$ cat src/rtl/axi3_rd_burst_slave_if.sv
// AXI3 read address/data channels plus the 1-cycle-latency memory port of axi3_rd_burst_slave.
// slave = the burst slave side, master = interconnect/memory side (used by the bench).
interface axi3_rd_burst_slave_if #(
  parameter int ADDR_W = 32,
  parameter int DATA_W = 32,
  parameter int ID_W   = 4
);
  logic [ID_W-1:0]   arid;
  logic [ADDR_W-1:0] araddr;
  logic [3:0]        arlen;
  logic [2:0]        arsize;
  logic [1:0]        arburst;
  logic              arvalid;
  logic              arready;
  logic [ID_W-1:0]   rid;
  logic [DATA_W-1:0] rdata;
  logic [1:0]        rresp;
  logic              rlast;
  logic              rvalid;
  logic              rready;
  logic              mem_req;
  logic [ADDR_W-1:0] mem_addr;
  logic [DATA_W-1:0] mem_rdata;
  logic              mem_err;

  modport slave (
    input  arid, araddr, arlen, arsize, arburst, arvalid, rready, mem_rdata, mem_err,
    output arready, rid, rdata, rresp, rlast, rvalid, mem_req, mem_addr
  );
  modport master (
    output arid, araddr, arlen, arsize, arburst, arvalid, rready, mem_rdata, mem_err,
    input  arready, rid, rdata, rresp, rlast, rvalid, mem_req, mem_addr
  );
endinterface

$ cat src/rtl/axi3_rd_burst_slave.sv
// AXI3 read burst slave: expands one AR burst into single-word memory reads, returns R beats via a 2-deep FIFO.
// Optional AXI3_RD_ERRCHK_EN: illegal bursts are answered with SLVERR beats and never touch memory.
module axi3_rd_burst_slave #(
  parameter int ADDR_W = 32,
  parameter int DATA_W = 32,
  parameter int ID_W   = 4
) (
  input logic                  aclk,
  input logic                  areset,
  axi3_rd_burst_slave_if.slave bus
);
  localparam logic [1:0] XBURST_FIXED    = 2'b00;
  localparam logic [1:0] XBURST_INCR     = 2'b01;
  localparam logic [1:0] XBURST_WRAP     = 2'b10;
  localparam logic [1:0] XBURST_RESERVED = 2'b11;
  localparam logic [1:0] RESP_OKAY       = 2'b00;
  localparam logic [1:0] RESP_SLVERR     = 2'b10;

  typedef enum logic {S_IDLE, S_BURST} state_e;

  state_e            state_q, state_d;
  logic [ID_W-1:0]   id_q;
  logic [ADDR_W-1:0] addr_q, nxt_addr, inc, wmask;
  logic [3:0]        len_q;
  logic [2:0]        size_q;
  logic [1:0]        burst_q;
  logic              err_q, illegal;
  logic [4:0]        issued_q, pushed_q;
  logic              inflight_q;
  logic              arready_c, mem_req_c, err_push, push, pop, ar_hs;

  logic [DATA_W-1:0] f_data_q [2];
  logic [1:0]        f_resp_q [2];
  logic              f_last_q [2];
  logic              wr_ptr_q, rd_ptr_q;
  logic [1:0]        fifo_cnt_q;

`ifdef AXI3_RD_ERRCHK_EN
  localparam int LANE_LOG = $clog2(DATA_W/8);
  assign illegal = (bus.arburst == XBURST_RESERVED) ||
                   ((bus.arburst == XBURST_WRAP) && !(bus.arlen inside {4'd1, 4'd3, 4'd7, 4'd15})) ||
                   (int'(bus.arsize) > LANE_LOG);
`else
  assign illegal = 1'b0;
`endif

  assign ar_hs = bus.arvalid & arready_c;
  assign pop   = (fifo_cnt_q != 2'd0) & bus.rready;
  assign push  = inflight_q | err_push;

  always_comb begin
    state_d   = state_q;
    arready_c = 1'b0;
    mem_req_c = 1'b0;
    err_push  = 1'b0;
    case (state_q)
      S_IDLE: begin
        arready_c = ~areset;
        if (bus.arvalid && !areset) state_d = S_BURST;
      end
      S_BURST: begin
        // inflight counts the read whose data lands next cycle, so FIFO can never overflow
        if (issued_q <= {1'b0, len_q}) begin
          if (err_q) err_push  = (fifo_cnt_q != 2'd2);
          else       mem_req_c = (fifo_cnt_q + {1'b0, inflight_q}) < 2'd2;
        end
        if (pop && f_last_q[rd_ptr_q]) state_d = S_IDLE;
      end
      default: state_d = S_IDLE;
    endcase
  end

  always_comb begin
    inc      = ADDR_W'(1) << size_q;
    wmask    = ((ADDR_W'(len_q) + ADDR_W'(1)) << size_q) - ADDR_W'(1);
    nxt_addr = addr_q;
    case (burst_q)
      XBURST_INCR:                   nxt_addr = (addr_q & ~(inc - ADDR_W'(1))) + inc;
      XBURST_WRAP:                   nxt_addr = (addr_q & ~wmask) | ((addr_q + inc) & wmask);
      XBURST_FIXED, XBURST_RESERVED: nxt_addr = addr_q;
      default:                       nxt_addr = addr_q;
    endcase
  end

  always_ff @(posedge aclk or posedge areset) begin
    if (areset) begin
      state_q    <= S_IDLE;
      id_q       <= '0;
      addr_q     <= '0;
      len_q      <= '0;
      size_q     <= '0;
      burst_q    <= '0;
      err_q      <= 1'b0;
      issued_q   <= '0;
      pushed_q   <= '0;
      inflight_q <= 1'b0;
      wr_ptr_q   <= 1'b0;
      rd_ptr_q   <= 1'b0;
      fifo_cnt_q <= '0;
      for (int i = 0; i < 2; i++) begin
        f_data_q[i] <= '0;
        f_resp_q[i] <= '0;
        f_last_q[i] <= 1'b0;
      end
    end else begin
      state_q    <= state_d;
      inflight_q <= mem_req_c;
      if (mem_req_c || err_push) begin
        issued_q <= issued_q + 5'd1;
        if (mem_req_c) addr_q <= nxt_addr;
      end
      if (push) begin
        f_data_q[wr_ptr_q] <= err_q ? '0 : bus.mem_rdata;
        f_resp_q[wr_ptr_q] <= (err_q || bus.mem_err) ? RESP_SLVERR : RESP_OKAY;
        f_last_q[wr_ptr_q] <= (pushed_q == {1'b0, len_q});
        wr_ptr_q           <= ~wr_ptr_q;
        pushed_q           <= pushed_q + 5'd1;
      end
      if (pop) rd_ptr_q <= ~rd_ptr_q;
      fifo_cnt_q <= fifo_cnt_q + {1'b0, push} - {1'b0, pop};
      if (ar_hs) begin
        id_q     <= bus.arid;
        addr_q   <= bus.araddr;
        len_q    <= bus.arlen;
        size_q   <= bus.arsize;
        burst_q  <= bus.arburst;
        err_q    <= illegal;
        issued_q <= '0;
        pushed_q <= '0;
      end
    end
  end

  assign bus.arready  = arready_c;
  assign bus.mem_req  = mem_req_c;
  assign bus.mem_addr = addr_q;
  assign bus.rvalid   = (fifo_cnt_q != 2'd0);
  assign bus.rdata    = f_data_q[rd_ptr_q];
  assign bus.rresp    = f_resp_q[rd_ptr_q];
  assign bus.rlast    = f_last_q[rd_ptr_q];
  assign bus.rid      = id_q;
endmodule

$ cat src/flat_wrapper.sv
// flat-port wrapper written by rule: the top's interface ports become plain ports
module axi3_rd_burst_slave_flat 
#(
  parameter int ADDR_W = 32,
  parameter int DATA_W = 32,
  parameter int ID_W   = 4
)
  (aclk, areset, bus_arid, bus_araddr, bus_arlen, bus_arsize, bus_arburst, bus_arvalid, bus_rready, bus_mem_rdata, bus_mem_err, bus_arready, bus_rid, bus_rdata, bus_rresp, bus_rlast, bus_rvalid, bus_mem_req, bus_mem_addr);
  axi3_rd_burst_slave_if #(.ADDR_W(ADDR_W), .DATA_W(DATA_W), .ID_W(ID_W)) bus_i ();
  input logic aclk;
  input logic areset;
  input wire logic [$bits(bus_i.arid)-1:0] bus_arid;
  input wire logic [$bits(bus_i.araddr)-1:0] bus_araddr;
  input wire logic [$bits(bus_i.arlen)-1:0] bus_arlen;
  input wire logic [$bits(bus_i.arsize)-1:0] bus_arsize;
  input wire logic [$bits(bus_i.arburst)-1:0] bus_arburst;
  input wire logic [$bits(bus_i.arvalid)-1:0] bus_arvalid;
  input wire logic [$bits(bus_i.rready)-1:0] bus_rready;
  input wire logic [$bits(bus_i.mem_rdata)-1:0] bus_mem_rdata;
  input wire logic [$bits(bus_i.mem_err)-1:0] bus_mem_err;
  output wire logic [$bits(bus_i.arready)-1:0] bus_arready;
  output wire logic [$bits(bus_i.rid)-1:0] bus_rid;
  output wire logic [$bits(bus_i.rdata)-1:0] bus_rdata;
  output wire logic [$bits(bus_i.rresp)-1:0] bus_rresp;
  output wire logic [$bits(bus_i.rlast)-1:0] bus_rlast;
  output wire logic [$bits(bus_i.rvalid)-1:0] bus_rvalid;
  output wire logic [$bits(bus_i.mem_req)-1:0] bus_mem_req;
  output wire logic [$bits(bus_i.mem_addr)-1:0] bus_mem_addr;
  assign bus_i.arid = bus_arid;
  assign bus_i.araddr = bus_araddr;
  assign bus_i.arlen = bus_arlen;
  assign bus_i.arsize = bus_arsize;
  assign bus_i.arburst = bus_arburst;
  assign bus_i.arvalid = bus_arvalid;
  assign bus_i.rready = bus_rready;
  assign bus_i.mem_rdata = bus_mem_rdata;
  assign bus_i.mem_err = bus_mem_err;
  assign bus_arready = bus_i.arready;
  assign bus_rid = bus_i.rid;
  assign bus_rdata = bus_i.rdata;
  assign bus_rresp = bus_i.rresp;
  assign bus_rlast = bus_i.rlast;
  assign bus_rvalid = bus_i.rvalid;
  assign bus_mem_req = bus_i.mem_req;
  assign bus_mem_addr = bus_i.mem_addr;
  axi3_rd_burst_slave #(.ADDR_W(ADDR_W), .DATA_W(DATA_W), .ID_W(ID_W)) u_core (.aclk(aclk), .areset(areset), .bus(bus_i));
endmodule
$ cat config.mk
export PLATFORM = sky130hd
export DESIGN_NAME = axi3_rd_burst_slave_flat
export DESIGN_NICKNAME = d
export VERILOG_FILES = /design/src/rtl/axi3_rd_burst_slave_if.sv /design/src/rtl/axi3_rd_burst_slave.sv /design/src/flat_wrapper.sv
export SDC_FILE = /design/constraint.sdc
export NUM_CORES = 1
export LEC_CHECK = 0
export ABC_AREA = 1
export CORE_AREA = 2 2 181 183
export DETAILED_ROUTE_END_ITERATION = 12
export DIE_AREA = 0 0 183 185
export GPL_TIMING_DRIVEN = 0
export PLACE_DENSITY = 0.51
export SLEW_MARGIN = 25
export SYNTH_ARGS = -nofsm -noshare
export SYNTH_HDL_FRONTEND = slang
export SYNTH_SLANG_ARGS = --single-unit
export TNS_END_PERCENT = 20
$ cat constraint.sdc
create_clock -name aclk -period 6.2 [get_ports aclk]
set_input_delay 0.62 -clock aclk [delete_from_list [all_inputs] [get_ports aclk]]
set_output_delay 0.62 -clock aclk [all_outputs]
set_load 0.1 [all_outputs]
==> results of run 1 <==
final cells by class:
class | count | area (um2)
clock inverters | 15 | 181
multi-input cells | 1063 | 5340
diodes | 1 | 2.50
plain buffers | 52 | 240
inverters | 162 | 624
fillers | 3464 | 19900
repair buffers | 155 | 1570
clock buffers | 17 | 425
well taps | 408 | 510
flip-flops and latches | 129 | 3230
through the flow:
step	instances	TNS [ns]	setup WS, ns	hold WS, ns
after floorplan	1406	0	2.14	0.453
after global placement	1968	-22.17	-0.182	0.464
after detailed placement	1969	0	2.79	0.473
after CTS	2001	0	2.44	0.489
after global routing	2001	0	2.25	0.504
final	2002	0	2.49	0.484
worst max-delay path: stages (launching register included):
cell and delay, ns:
dfrtp_1 0.49, inv_1 0.10, ha_1 0.30, a21oi_1 0.14, o21ai_0 0.07, o21ai_0 0.08
nand2_1 0.16, inv_1 0.16, clkdlybuf4s50_1 1.17
routing by layer:
layer | wire [um] | part of all wire [%] | up-vias | GRT usage, %
met5 | 0 | 0 | - | 0
met4 | 445 | 1.4 | 0 | 4.83
met3 | 1780 | 5.6 | 36 | 3.78
li1 | - | - | 4811 | -
met2 | 14700 | 46 | 275 | 31.4
met1 | 14700 | 46 | 4425 | 25.5
cell usage after synthesis (2+ instances only):
library cell / n
a211oi_1: 2
a21oi_1: 35
a21oi_2: 3
buf_1: 4
buf_2: 6
buf_4: 3
buf_6: 2
clkbuf_1: 36
dfrtp_1: 129
ha_1: 24
inv_1: 143
inv_2: 15
nand2_1: 500
nand2_2: 26
nand2_4: 8
nand3_1: 97
nand3_2: 21
nand3_4: 2
nand3b_4: 2
nand4_1: 13
nor2_1: 97
nor2_2: 15
nor2_4: 11
nor3_1: 22
nor3_2: 2
nor4_1: 3
o211ai_1: 3
o21ai_0: 105
o21ai_1: 13
o21ai_2: 7
o22ai_1: 2
or2_2: 4
xnor2_1: 3
xor2_1: 28
layout by cell type, fill, tap and decap left out, types with 28 or more instances in the layout:
cell type / instances
nand2_1: 500
clkdlybuf4s50_1: 154
inv_1: 142
dfrtp_1: 129
o21ai_0: 105
nor2_1: 97
nand3_1: 97
clkbuf_1: 36
a21oi_1: 35
xor2_1: 28
final timing paths:
check,start,to,slack (ns),cells past startpoint
setup / recovery,u_core.len_q[1],bus_mem_req,2.49,8
hold / removal,u_core.f_data_q[43],u_core.f_data_q[43],0.48,2
setup reg to reg,u_core.size_q[1],flip-flop,3.07,19
hold reg to reg,u_core.f_data_q[43],u_core.f_data_q[43],0.48,2
max in group asynchronous,areset,u_core.f_data_q[21],4.80,3
min in group asynchronous,areset,u_core.bus.rid[1],0.67,2
kinds of logic after synthesis:
family,count (synthesis),synth area share (%)
AND/OR/NAND/NOR,829,40.1
adder cells (fa/ha/maj),25,3.40
multiplexers,1,0.106
buffers and inverters,214,9.09
AO/OA/AOI/OAI,176,10.2
XOR/XNOR,31,2.88
other,1,0.0398
flip-flops,129,34.2
==> reports/metrics.yaml, run 1 <==
die_area_um2: 33900
status: "completed"
syn-num-nets: 1513
worstMarginPinSlew_ns: 1.06
synth_cell_types: 54
pin_count: 156
clk_latency_ns: 0.44
clockRootBuffer: "clkbuf_16"
grt_usage_pct: 19.0
fin_nets: 1687
ys_warn_count: 0
hpwl_mm: 24.2
htreeDepth: 4
synth_area_per_cell_um2: 6.71
antenna_found_initial: 1
synth_area_um2: 9430
ant_nets: 0
area_growth_pct: 28.6
clock-sinks: 129
critical_path_class: "flip-flop to output pin"
viasPerCell: 4.77
grt_pass1_wl_mm: 50.1
first_pass_iters: 5
grt_max_degree: 72
cts_made_buffers: 17
start_util_pct: 29.4
async_flop_share_pct: 100
ys_seq_elements: 129
route.detailed.drc: 0
routedWlPerCell_um: 15.8
grt_pass1_vias: 9240
yosys_most_used_dff: "dfrtp_1"
dr_total_vias: 9547
core.rowCount: 66
cts_setup_buffers: 0
routed_wl_mm: 31.7
maxSlewViolCount: 0
fmax_mhz: 269
gp_routability_congestion: 0.939
synth.area.top_cells: "dfrtp_1 34%, nand2_1 20%, inv_1 5.7%"
hold_violations: 0
ctsHoldBuffers: 0
maxCapViolCount: 0
clk_pin_slew_ns: 0.07
clock_path_buffers: 2
fin_crit_ns: 3.71
dpl_cell_area_um2: 11500
syn-instance-count: 1406
rsz0062_at_grt: "no"
endpoint_kind: "output pin"
worst_ep_required_time_ns: 5.58
synth_top_area_share_pct: 34.2
drt_iter0_drc: 683
core_area_um2: 32000
synth_edf_count: 0
fin_util_pct: 37.8
cts_resized: 0
arrival_ns: 3.09
final_area_um2: 12100
fin_worst_skew_ns: 0.0211
setup_viol: 0
critPathMaxFanout: 7
seq_area_frac_synth_pct: 34.2
gr-total-overflow: 0
drive_above_1_share_pct: 10.4
fp.dieW_um: 183
die_height_um: 185
critPathLaunchType: "flip-flop"
yosysTopAreaCell: "dfrtp_1"
cts_tree: "built"
holdCritPathClass: "flip-flop to flip-flop"
portBuffers: 154
post-route-period-util_pct: 59.8
max-slew-margin-rel_pct: 29.4
Power of run 1 is left out: the tool's default activity adds up to more than one toggle a clock period on the data nets, which glitch-free logic cannot reach.
==> run 2: changes to the inputs <==
==> constraint.sdc (replaced) <==
create_clock -name aclk -period 3.83 [get_ports aclk]
set_input_delay 0.383 -clock aclk [delete_from_list [all_inputs] [get_ports aclk]]
set_output_delay 0.383 -clock aclk [all_outputs]
set_load 0.1 [all_outputs]
==> results of run 2 <==
The final DEF is identical to that of run 1. Status: completed.
Among the figures that moved: setup slack after placement 2.79 ns -> 0.659 ns; setup slack after layout 2.49 ns -> 0.356 ns; hold slack 0.484 ns -> 0.435 ns; register-to-register setup slack 3.07 ns -> 0.70 ns
Power of run 2 is left out for the same reason.
